--- src/rtl/alu_issue_ctrl_if.sv ---
// Requester-side bus of the shared ALU issue controller.
// Requester i occupies slice i of every packed field.
interface alu_issue_ctrl_if;
    logic [1:0]   req_valid;
    logic [1:0]   req_ready;
    logic [11:0]  req_instr;
    logic [127:0] req_a;
    logic [127:0] req_b;
    logic [127:0] req_reg8;
    logic [63:0]  req_value;
    logic [1:0]   req_highlow;

    logic [1:0]   rsp_valid;
    logic [1:0]   rsp_ready;
    logic [63:0]  rsp_c;
    logic [63:0]  rsp_naddr;
    logic         rsp_flag;
    logic         rsp_addrch;
    logic         rsp_err;

    modport master (
        output req_valid, req_instr, req_a, req_b, req_reg8, req_value, req_highlow, rsp_ready,
        input  req_ready, rsp_valid, rsp_c, rsp_naddr, rsp_flag, rsp_addrch, rsp_err
    );

    modport slave (
        input  req_valid, req_instr, req_a, req_b, req_reg8, req_value, req_highlow, rsp_ready,
        output req_ready, rsp_valid, rsp_c, rsp_naddr, rsp_flag, rsp_addrch, rsp_err
    );
endinterface

--- src/rtl/alu_issue_ctrl.sv ---
// Two-port round-robin issue controller for the shared 64-bit ALU.
// Latches the winner's operands onto the ALU, holds them for the
// opcode-dependent latency, then returns the captured result to the winner.
// Keeps an independent F1/F2 flag history per requester.
module alu_issue_ctrl #(
    parameter int unsigned MUL_LAT = 4,
    parameter int unsigned DIV_LAT = 16
) (
    input  logic             clock,
    input  logic             reset_n,
    alu_issue_ctrl_if.slave  bus,
    output logic [5:0]       alu_instr,
    output logic [63:0]      alu_a,
    output logic [63:0]      alu_b,
    output logic [63:0]      alu_reg8,
    output logic [31:0]      alu_value,
    output logic             alu_highlow,
    output logic             alu_f1,
    output logic             alu_f2,
    input  logic [63:0]      alu_c,
    input  logic [63:0]      alu_naddr,
    input  logic             alu_f3,
    input  logic             alu_addrch,
    output logic             busy
);
    localparam int unsigned MAX_LAT = (MUL_LAT > DIV_LAT) ? MUL_LAT : DIV_LAT;
    localparam int unsigned CW      = (MAX_LAT > 1) ? $clog2(MAX_LAT) : 1;

    localparam logic [5:0] OP_MUL       = 6'd16;
    localparam logic [5:0] OP_DIV       = 6'd17;
    localparam logic [5:0] OP_FLAG_LO   = 6'd8;
    localparam logic [5:0] OP_FLAG_HI   = 6'd13;
    localparam logic [5:0] OP_FIRST_BAD = 6'd18;

    typedef enum logic [1:0] {IDLE, EXEC, RESP} state_t;

    state_t        state;
    state_t        state_nxt;

    logic          sel;
    logic          grant;
    logic          last;
    logic          accept;
    logic          capture;
    logic          div0;
    logic          flags_op;
    logic [CW-1:0] cnt;
    logic [CW-1:0] cnt_load;
    logic [1:0]    f1_hist;
    logic [1:0]    f2_hist;
    logic [1:0]    rdy;
    logic [1:0]    rv;

    logic [5:0]    sel_instr;
    logic [63:0]   sel_a;
    logic [63:0]   sel_b;
    logic [63:0]   sel_reg8;
    logic [31:0]   sel_value;
    logic          sel_highlow;

    logic [63:0]   rsp_c;
    logic [63:0]   rsp_naddr;
    logic          rsp_flag;
    logic          rsp_addrch;
    logic          rsp_err;

    // Round-robin pick, operand mux and latency selection for the candidate
    always_comb begin
        if (bus.req_valid == 2'b11) sel = ~last;
        else                        sel = ~bus.req_valid[0];

        sel_instr   = sel ? bus.req_instr[11:6]    : bus.req_instr[5:0];
        sel_a       = sel ? bus.req_a[127:64]      : bus.req_a[63:0];
        sel_b       = sel ? bus.req_b[127:64]      : bus.req_b[63:0];
        sel_reg8    = sel ? bus.req_reg8[127:64]   : bus.req_reg8[63:0];
        sel_value   = sel ? bus.req_value[63:32]   : bus.req_value[31:0];
        sel_highlow = sel ? bus.req_highlow[1]     : bus.req_highlow[0];

        // Divide by zero is resolved by the controller, so it never waits
        if (sel_instr == OP_MUL)                      cnt_load = CW'(MUL_LAT - 1);
        else if (sel_instr == OP_DIV && sel_b != '0)  cnt_load = CW'(DIV_LAT - 1);
        else                                          cnt_load = '0;
    end

    // FSM state register
    always_ff @(posedge clock or negedge reset_n) begin
        if (!reset_n) state <= IDLE;
        else          state <= state_nxt;
    end

    // Next state and handshake strobes
    always_comb begin
        state_nxt = state;
        rdy       = '0;
        rv        = '0;
        accept    = 1'b0;
        capture   = 1'b0;
        case (state)
            IDLE: begin
                if (bus.req_valid != '0) begin
                    accept    = 1'b1;
                    rdy[sel]  = 1'b1;
                    state_nxt = EXEC;
                end
            end
            EXEC: begin
                if (cnt == '0) begin
                    capture   = 1'b1;
                    state_nxt = RESP;
                end
            end
            RESP: begin
                rv[grant] = 1'b1;
                if (bus.rsp_ready[grant]) state_nxt = IDLE;
            end
            default: state_nxt = IDLE;
        endcase
    end

    // Operand latch, latency counter and round-robin bookkeeping
    always_ff @(posedge clock or negedge reset_n) begin
        if (!reset_n) begin
            alu_instr   <= '0;
            alu_a       <= '0;
            alu_b       <= '0;
            alu_reg8    <= '0;
            alu_value   <= '0;
            alu_highlow <= 1'b0;
            alu_f1      <= 1'b0;
            alu_f2      <= 1'b0;
            grant       <= 1'b0;
            last        <= 1'b1;
            cnt         <= '0;
            div0        <= 1'b0;
        end else if (accept) begin
            alu_instr   <= sel_instr;
            alu_a       <= sel_a;
            alu_b       <= sel_b;
            alu_reg8    <= sel_reg8;
            alu_value   <= sel_value;
            alu_highlow <= sel_highlow;
            alu_f1      <= f1_hist[sel];
            alu_f2      <= f2_hist[sel];
            grant       <= sel;
            last        <= sel;
            cnt         <= cnt_load;
            div0        <= (sel_instr == OP_DIV) && (sel_b == '0);
        end else if (state == EXEC && cnt != '0) begin
            cnt <= cnt - CW'(1);
        end
    end

    assign flags_op = (alu_instr >= OP_FLAG_LO) && (alu_instr <= OP_FLAG_HI);

    // Response capture and per-requester flag history update
    always_ff @(posedge clock or negedge reset_n) begin
        if (!reset_n) begin
            rsp_c      <= '0;
            rsp_naddr  <= '0;
            rsp_flag   <= 1'b0;
            rsp_addrch <= 1'b0;
            rsp_err    <= 1'b0;
            f1_hist    <= '0;
            f2_hist    <= '0;
        end else if (capture) begin
            if (div0) begin
                rsp_c      <= '1;
                rsp_naddr  <= '0;
                rsp_flag   <= 1'b0;
                rsp_addrch <= 1'b0;
                rsp_err    <= 1'b1;
            end else begin
                rsp_c      <= alu_c;
                rsp_naddr  <= alu_naddr;
                rsp_flag   <= alu_f3;
                rsp_addrch <= alu_addrch;
                rsp_err    <= (alu_instr >= OP_FIRST_BAD);
            end
            if (flags_op) begin
                f2_hist[grant] <= f1_hist[grant];
                f1_hist[grant] <= alu_f3;
            end
        end
    end

    // Ready is suppressed while reset is asserted even though the FSM sits in IDLE
    assign bus.req_ready  = rdy & {2{reset_n}};
    assign bus.rsp_valid  = rv;
    assign bus.rsp_c      = rsp_c;
    assign bus.rsp_naddr  = rsp_naddr;
    assign bus.rsp_flag   = rsp_flag;
    assign bus.rsp_addrch = rsp_addrch;
    assign bus.rsp_err    = rsp_err;
    assign busy           = (state != IDLE);

endmodule

--- src/flat_wrapper.sv ---
// flat-port wrapper written by rule: the top's interface ports become plain ports
module alu_issue_ctrl_flat 
#(
    parameter int unsigned MUL_LAT = 4,
    parameter int unsigned DIV_LAT = 16
)
  (clock, reset_n, alu_instr, alu_a, alu_b, alu_reg8, alu_value, alu_highlow, alu_f1, alu_f2, alu_c, alu_naddr, alu_f3, alu_addrch, busy, bus_req_valid, bus_req_instr, bus_req_a, bus_req_b, bus_req_reg8, bus_req_value, bus_req_highlow, bus_rsp_ready, bus_req_ready, bus_rsp_valid, bus_rsp_c, bus_rsp_naddr, bus_rsp_flag, bus_rsp_addrch, bus_rsp_err);
  alu_issue_ctrl_if bus_i ();
  input  logic clock;
  input  logic reset_n;
  output logic [5:0] alu_instr;
  output logic [63:0] alu_a;
  output logic [63:0] alu_b;
  output logic [63:0] alu_reg8;
  output logic [31:0] alu_value;
  output logic alu_highlow;
  output logic alu_f1;
  output logic alu_f2;
  input  logic [63:0] alu_c;
  input  logic [63:0] alu_naddr;
  input  logic alu_f3;
  input  logic alu_addrch;
  output logic busy;
  input wire logic [$bits(bus_i.req_valid)-1:0] bus_req_valid;
  input wire logic [$bits(bus_i.req_instr)-1:0] bus_req_instr;
  input wire logic [$bits(bus_i.req_a)-1:0] bus_req_a;
  input wire logic [$bits(bus_i.req_b)-1:0] bus_req_b;
  input wire logic [$bits(bus_i.req_reg8)-1:0] bus_req_reg8;
  input wire logic [$bits(bus_i.req_value)-1:0] bus_req_value;
  input wire logic [$bits(bus_i.req_highlow)-1:0] bus_req_highlow;
  input wire logic [$bits(bus_i.rsp_ready)-1:0] bus_rsp_ready;
  output wire logic [$bits(bus_i.req_ready)-1:0] bus_req_ready;
  output wire logic [$bits(bus_i.rsp_valid)-1:0] bus_rsp_valid;
  output wire logic [$bits(bus_i.rsp_c)-1:0] bus_rsp_c;
  output wire logic [$bits(bus_i.rsp_naddr)-1:0] bus_rsp_naddr;
  output wire logic [$bits(bus_i.rsp_flag)-1:0] bus_rsp_flag;
  output wire logic [$bits(bus_i.rsp_addrch)-1:0] bus_rsp_addrch;
  output wire logic [$bits(bus_i.rsp_err)-1:0] bus_rsp_err;
  assign bus_i.req_valid = bus_req_valid;
  assign bus_i.req_instr = bus_req_instr;
  assign bus_i.req_a = bus_req_a;
  assign bus_i.req_b = bus_req_b;
  assign bus_i.req_reg8 = bus_req_reg8;
  assign bus_i.req_value = bus_req_value;
  assign bus_i.req_highlow = bus_req_highlow;
  assign bus_i.rsp_ready = bus_rsp_ready;
  assign bus_req_ready = bus_i.req_ready;
  assign bus_rsp_valid = bus_i.rsp_valid;
  assign bus_rsp_c = bus_i.rsp_c;
  assign bus_rsp_naddr = bus_i.rsp_naddr;
  assign bus_rsp_flag = bus_i.rsp_flag;
  assign bus_rsp_addrch = bus_i.rsp_addrch;
  assign bus_rsp_err = bus_i.rsp_err;
  alu_issue_ctrl #(.MUL_LAT(MUL_LAT), .DIV_LAT(DIV_LAT)) u_core (.clock(clock), .reset_n(reset_n), .bus(bus_i), .alu_instr(alu_instr), .alu_a(alu_a), .alu_b(alu_b), .alu_reg8(alu_reg8), .alu_value(alu_value), .alu_highlow(alu_highlow), .alu_f1(alu_f1), .alu_f2(alu_f2), .alu_c(alu_c), .alu_naddr(alu_naddr), .alu_f3(alu_f3), .alu_addrch(alu_addrch), .busy(busy));
endmodule
--- config.mk ---
export PLATFORM = sky130hd
export DESIGN_NAME = alu_issue_ctrl_flat
export DESIGN_NICKNAME = d
export VERILOG_FILES = /design/src/rtl/alu_issue_ctrl_if.sv /design/src/rtl/alu_issue_ctrl.sv /design/src/flat_wrapper.sv
export SDC_FILE = /design/constraint.sdc
export NUM_CORES = 1
export LEC_CHECK = 0
export BUFFER_PORTS_ARGS = -buffer_cell sky130_fd_sc_hd__buf_2
export CAP_MARGIN = 20
export CORE_AREA = 2 2 382 384
export CTS_BUF_LIST = sky130_fd_sc_hd__clkbuf_16
export DETAILED_ROUTE_END_ITERATION = 6
export DIE_AREA = 0 0 384 386
export PLACE_DENSITY_LB_ADDON = 0.3
export SLEW_MARGIN = 20
export SYNTH_ARGS = -nofsm -noshare
export SYNTH_HDL_FRONTEND = slang
export SYNTH_SLANG_ARGS = --single-unit
--- constraint.sdc ---
create_clock -name clock -period 6.29 [get_ports clock]
set_clock_uncertainty 0.2 [all_clocks]
set_input_delay 0.629 -clock clock [delete_from_list [all_inputs] [get_ports clock]]
set_output_delay 0.629 -clock clock [all_outputs]
set_load 0.1 [all_outputs]
==> key figures <==
Worst setup path
  – CP Max Fanout: 5
  – Worst Setup End Kind: primary output
  – Crit path DAT: approximately 2900 ps
  – Required time of the worst setup path: between 5000 and 6000 ps
  – Critical path class: flop to primary output
  – Critical path startpoint category: flop
  – Reg2reg end: u_core.alu_a[38]
  – Path depth of the worst reg2reg path: 7
  – FF-to-FF setup slack: 2760 ps
  – Reg-to-Reg Start: u_core.last

Die
  – Die Y: 386 um
  – Starting density of the core: 11.51%
  – # IOs: 967
  – Die W: between 300 and 400 um
  – Std cell rows: 140
  – Core area: 144,500 um^2
  – Die area: 148,200 um^2

Drt
  – ANT nets after route: 0
  – Drt drc: 0
  – Vias: around 19,000
  – Routed wire length: 92,190 um
  – Routed vias/inst: 3.665
  – WL/cell: 17.93 um
  – Iter 0 DRT Violations: 996
  – DRT Pass-1 Iters: 7

Global route
  – GR Util All Layers: a little under an eighth
  – Remaining global-route overflow: 0
  – Initial antenna violation count: 25
  – First-pass GRT wire length: roughly 130,000 um
  – Vias in the first global route: 18,810
  – Largest net degree at the start of global routing: ~170

Finish
  – Layout cell share with drive strength beyond 1: 33.43%
  – Fillers: 16,370
  – NumNets Final: 3,772
  – Post-layout instance area: 28,370 um^2
  – Area Growth Syn to Fin: 70.56%
  – Fin cells: 5,141

Synth
  – Post-synthesis mux area share: less than 1%
  – Syn Area/Cell: 8.508 um^2
  – Ys Warns: 0
  – Post-synth top flop: dfrtp_1
  – Synthesized flop and latch total: about 380
  – Number of enable flip-flop cells after synthesis: 0
  – Top cells by area, synth: dfrtp_1 (57%), nand2_1 (14%), a31oi_1 (8.8%)
  – Asr flop ratio synth: 100.0%
  – Synth Area in Compound Gates: 13.55%
  – Post-synthesis sequential area ratio: around 57%
  – Mapped cell area: 16,630 um^2
  – Largest family of logic cells by synthesized area: simple AND/OR/NAND/NOR gates
  – Post-Synth Adder-Cell Area: less than 1%
  – Cells after Synth: 1,955
  – Area fraction of the dominant cell type after synthesis: 56.57%
  – Simple-Gate Fraction of Synth Area: 25.50%
  – Post-Synth XOR/XNOR Area: less than 1%
  – Largest area contributor in the netlist: dfrtp_1
  – Synth cell types: 35
  – Syn Nets: 2,554

STA
  – Final worst path period share: 59.05%
  – Final slew viol count: 0
  – Minimum clock period: 3714 ps
  – Final setup viols: 0
  – RSZ-0062 raised after global routing: false
  – Setup tns final: 0 ps
  – Fin. Hold Viols: 0
  – Fmax: 269.3 MHz
  – Worst slew margin: 36.01%
  – Worst-Margin Slew: 959.9 ps

CTS
  – Post-CTS Resized: 0
  – TritonCTS clock tree: done
  – Clk_lat worst skew: 640 ps
  – Clock root buffer master: clkbuf_16
  – H-Tree Depth: 2
  – Clock tree buffer depth: 3
  – Clock sinks: approximately 380
  – Cts bufs inserted: 52
  – CTS clk-pin slew, worst paths: about 60 ps

Hold path
  – Hold Path Sink: u_core.alu_reg8[28]
  – HP Start: bus_req_reg8[28]
  – Worst hold path class: primary input to flop
  – Hold Crit Depth: 3

Placed design
  – Placed Area: 23,550 um^2
  – Inst Count DP: 4,715
  – Placed wire-length estimate: about 70,000 um
  – GP Congestion: 0.8933
  – PortBufs: roughly 970

Run
  – Max-cap violations: 0

Status
  – Status: finished clean
[flip-flops by register name, indices dropped and copies added (netlist names), 4 cells and up]
| register | count |
|---|---|
| u_core.cnt | 4 |
| u_core.alu_b | 64 |
| u_core.alu_reg8 | 64 |
| u_core.alu_instr | 6 |
| u_core.bus.rsp_naddr | 64 |
| u_core.bus.rsp_c | 64 |
| u_core.alu_a | 64 |
| u_core.alu_value | 32 |
[routing by layer]
layer	vias to the layer above	part of all wire (%)	track usage, %
met3	164	7.4	2.947
met2	777	50	20.47
met4	10	4.4	5.410
met5	-	0.060	0
met1	8890	38	13.37
li1	9002	-	-
[area by class of cell]
cell class                 count  area (um^2)  area share, %
clock buffer                  52         1301          4.587
clock inverter                45        281.5         0.9924
tap                         1917         2399          8.455
inverter                       7        26.28        0.09262
antenna                        8        20.02        0.07057
timing repair buffer        1310         8282          29.19
multi-input combinational   1425         6620          23.34
sequential                   377         9439          33.27
[worst max-delay path by stage]
| stage | endpoint | slack [ps] | cells past startpoint | startpoint |
|---|---|---|---|---|
| 6_report | bus_req_ready[1] | 2580 | 5 | u_core.state[0] |
| 5_1_grt | bus_req_ready[1] | 2350 | 5 | u_core.state[0] |
| 4_1_cts | bus_req_ready[1] | 2460 | 5 | u_core.state[0] |
| 3_5_place_dp | u_core.cnt[2] | 2660 | 7 | bus_req_b[127] |
| 3_3_place_gp | u_core.cnt[2] | 2670 | 6 | bus_req_b[86] |
| 2_1_floorplan | bus_req_ready[0] | 3220 | 6 | bus_req_valid[0] |
[synthesized netlist by cell type, drive strengths merged (2+ instances only)]
cell type,instances
nor2,303
mux2,4
and3,3
buf,53
a21o,2
dfrtp,376
or3,3
a21oi,3
o22ai,2
and2,3
inv,7
a31oi,233
a22oi,2
o21ai,136
nand4,10
nor3b,5
a211oi,2
clkbuf,93
nor3,3
nand2,600
nand2b,68
nor4,36
[worst max-delay path: stages (launching register included)]
cell and delay (ps):
dfrtp_1 430, nor2_1 210, inv_1 170, a211oi_1 520, and2_1 400, buf_2 500
[cell families after synthesis]
group	after synthesis
buffers and inverters	153
AND/OR/NAND/NOR	1035
AO/OA/AOI/OAI	384
flip-flops	377
adder cells (fa/ha/maj)	1
multiplexers	4
XOR/XNOR	1
[cell usage in the layout, fill, tap and decap left out, drive strengths merged, types with 2 or more instances in the layout]
cell	synthesis	routed
nand2b	68	68
mux2	4	4
nand2	600	600
o21ai	136	136
inv	7	17
a21oi	3	3
a211oi	2	2
dfrtp	376	376
o22ai	2	2
clkbuf	93	52
dlygate4sd3	0	321
clkinv	0	31
and2	3	3
nor3b	5	5
a22oi	2	2
nor2	303	303
and3	3	3
a31oi	233	233
or3	3	3
a21o	2	2
nor4	36	36
nand4	10	10
clkinvlp	0	3
nor3	3	3
diode	0	8
buf	53	989
[stage by stage]
| stage | utilization, % | setup WS [ps] | hold slack (ps) |
|---|---|---|---|
| final | 19.63 | 2576 | 58.56 |
| after global routing | 19.63 | 2347 | 22.51 |
| after CTS | 19.61 | 2461 | 0.003386 |
| after detailed placement | 16.30 | 2661 | 265.1 |
| after global placement | 16.29 | 2670 | 258.8 |
| after floorplan | - | 3217 | 133.4 |
[timing repair]
| item | 4_1_cts | 5_1_grt |
|---|---|---|
| hold buffers | 321 | 0 |
| endpoints found under the hold margin | 245 | 0 |
| setup buffers | 0 | 0 |
| endpoints found under the setup margin | 0 | 0 |
Power is left out: the tool's default activity adds up to more than one toggle a clock period on the data nets, which glitch-free logic cannot reach.
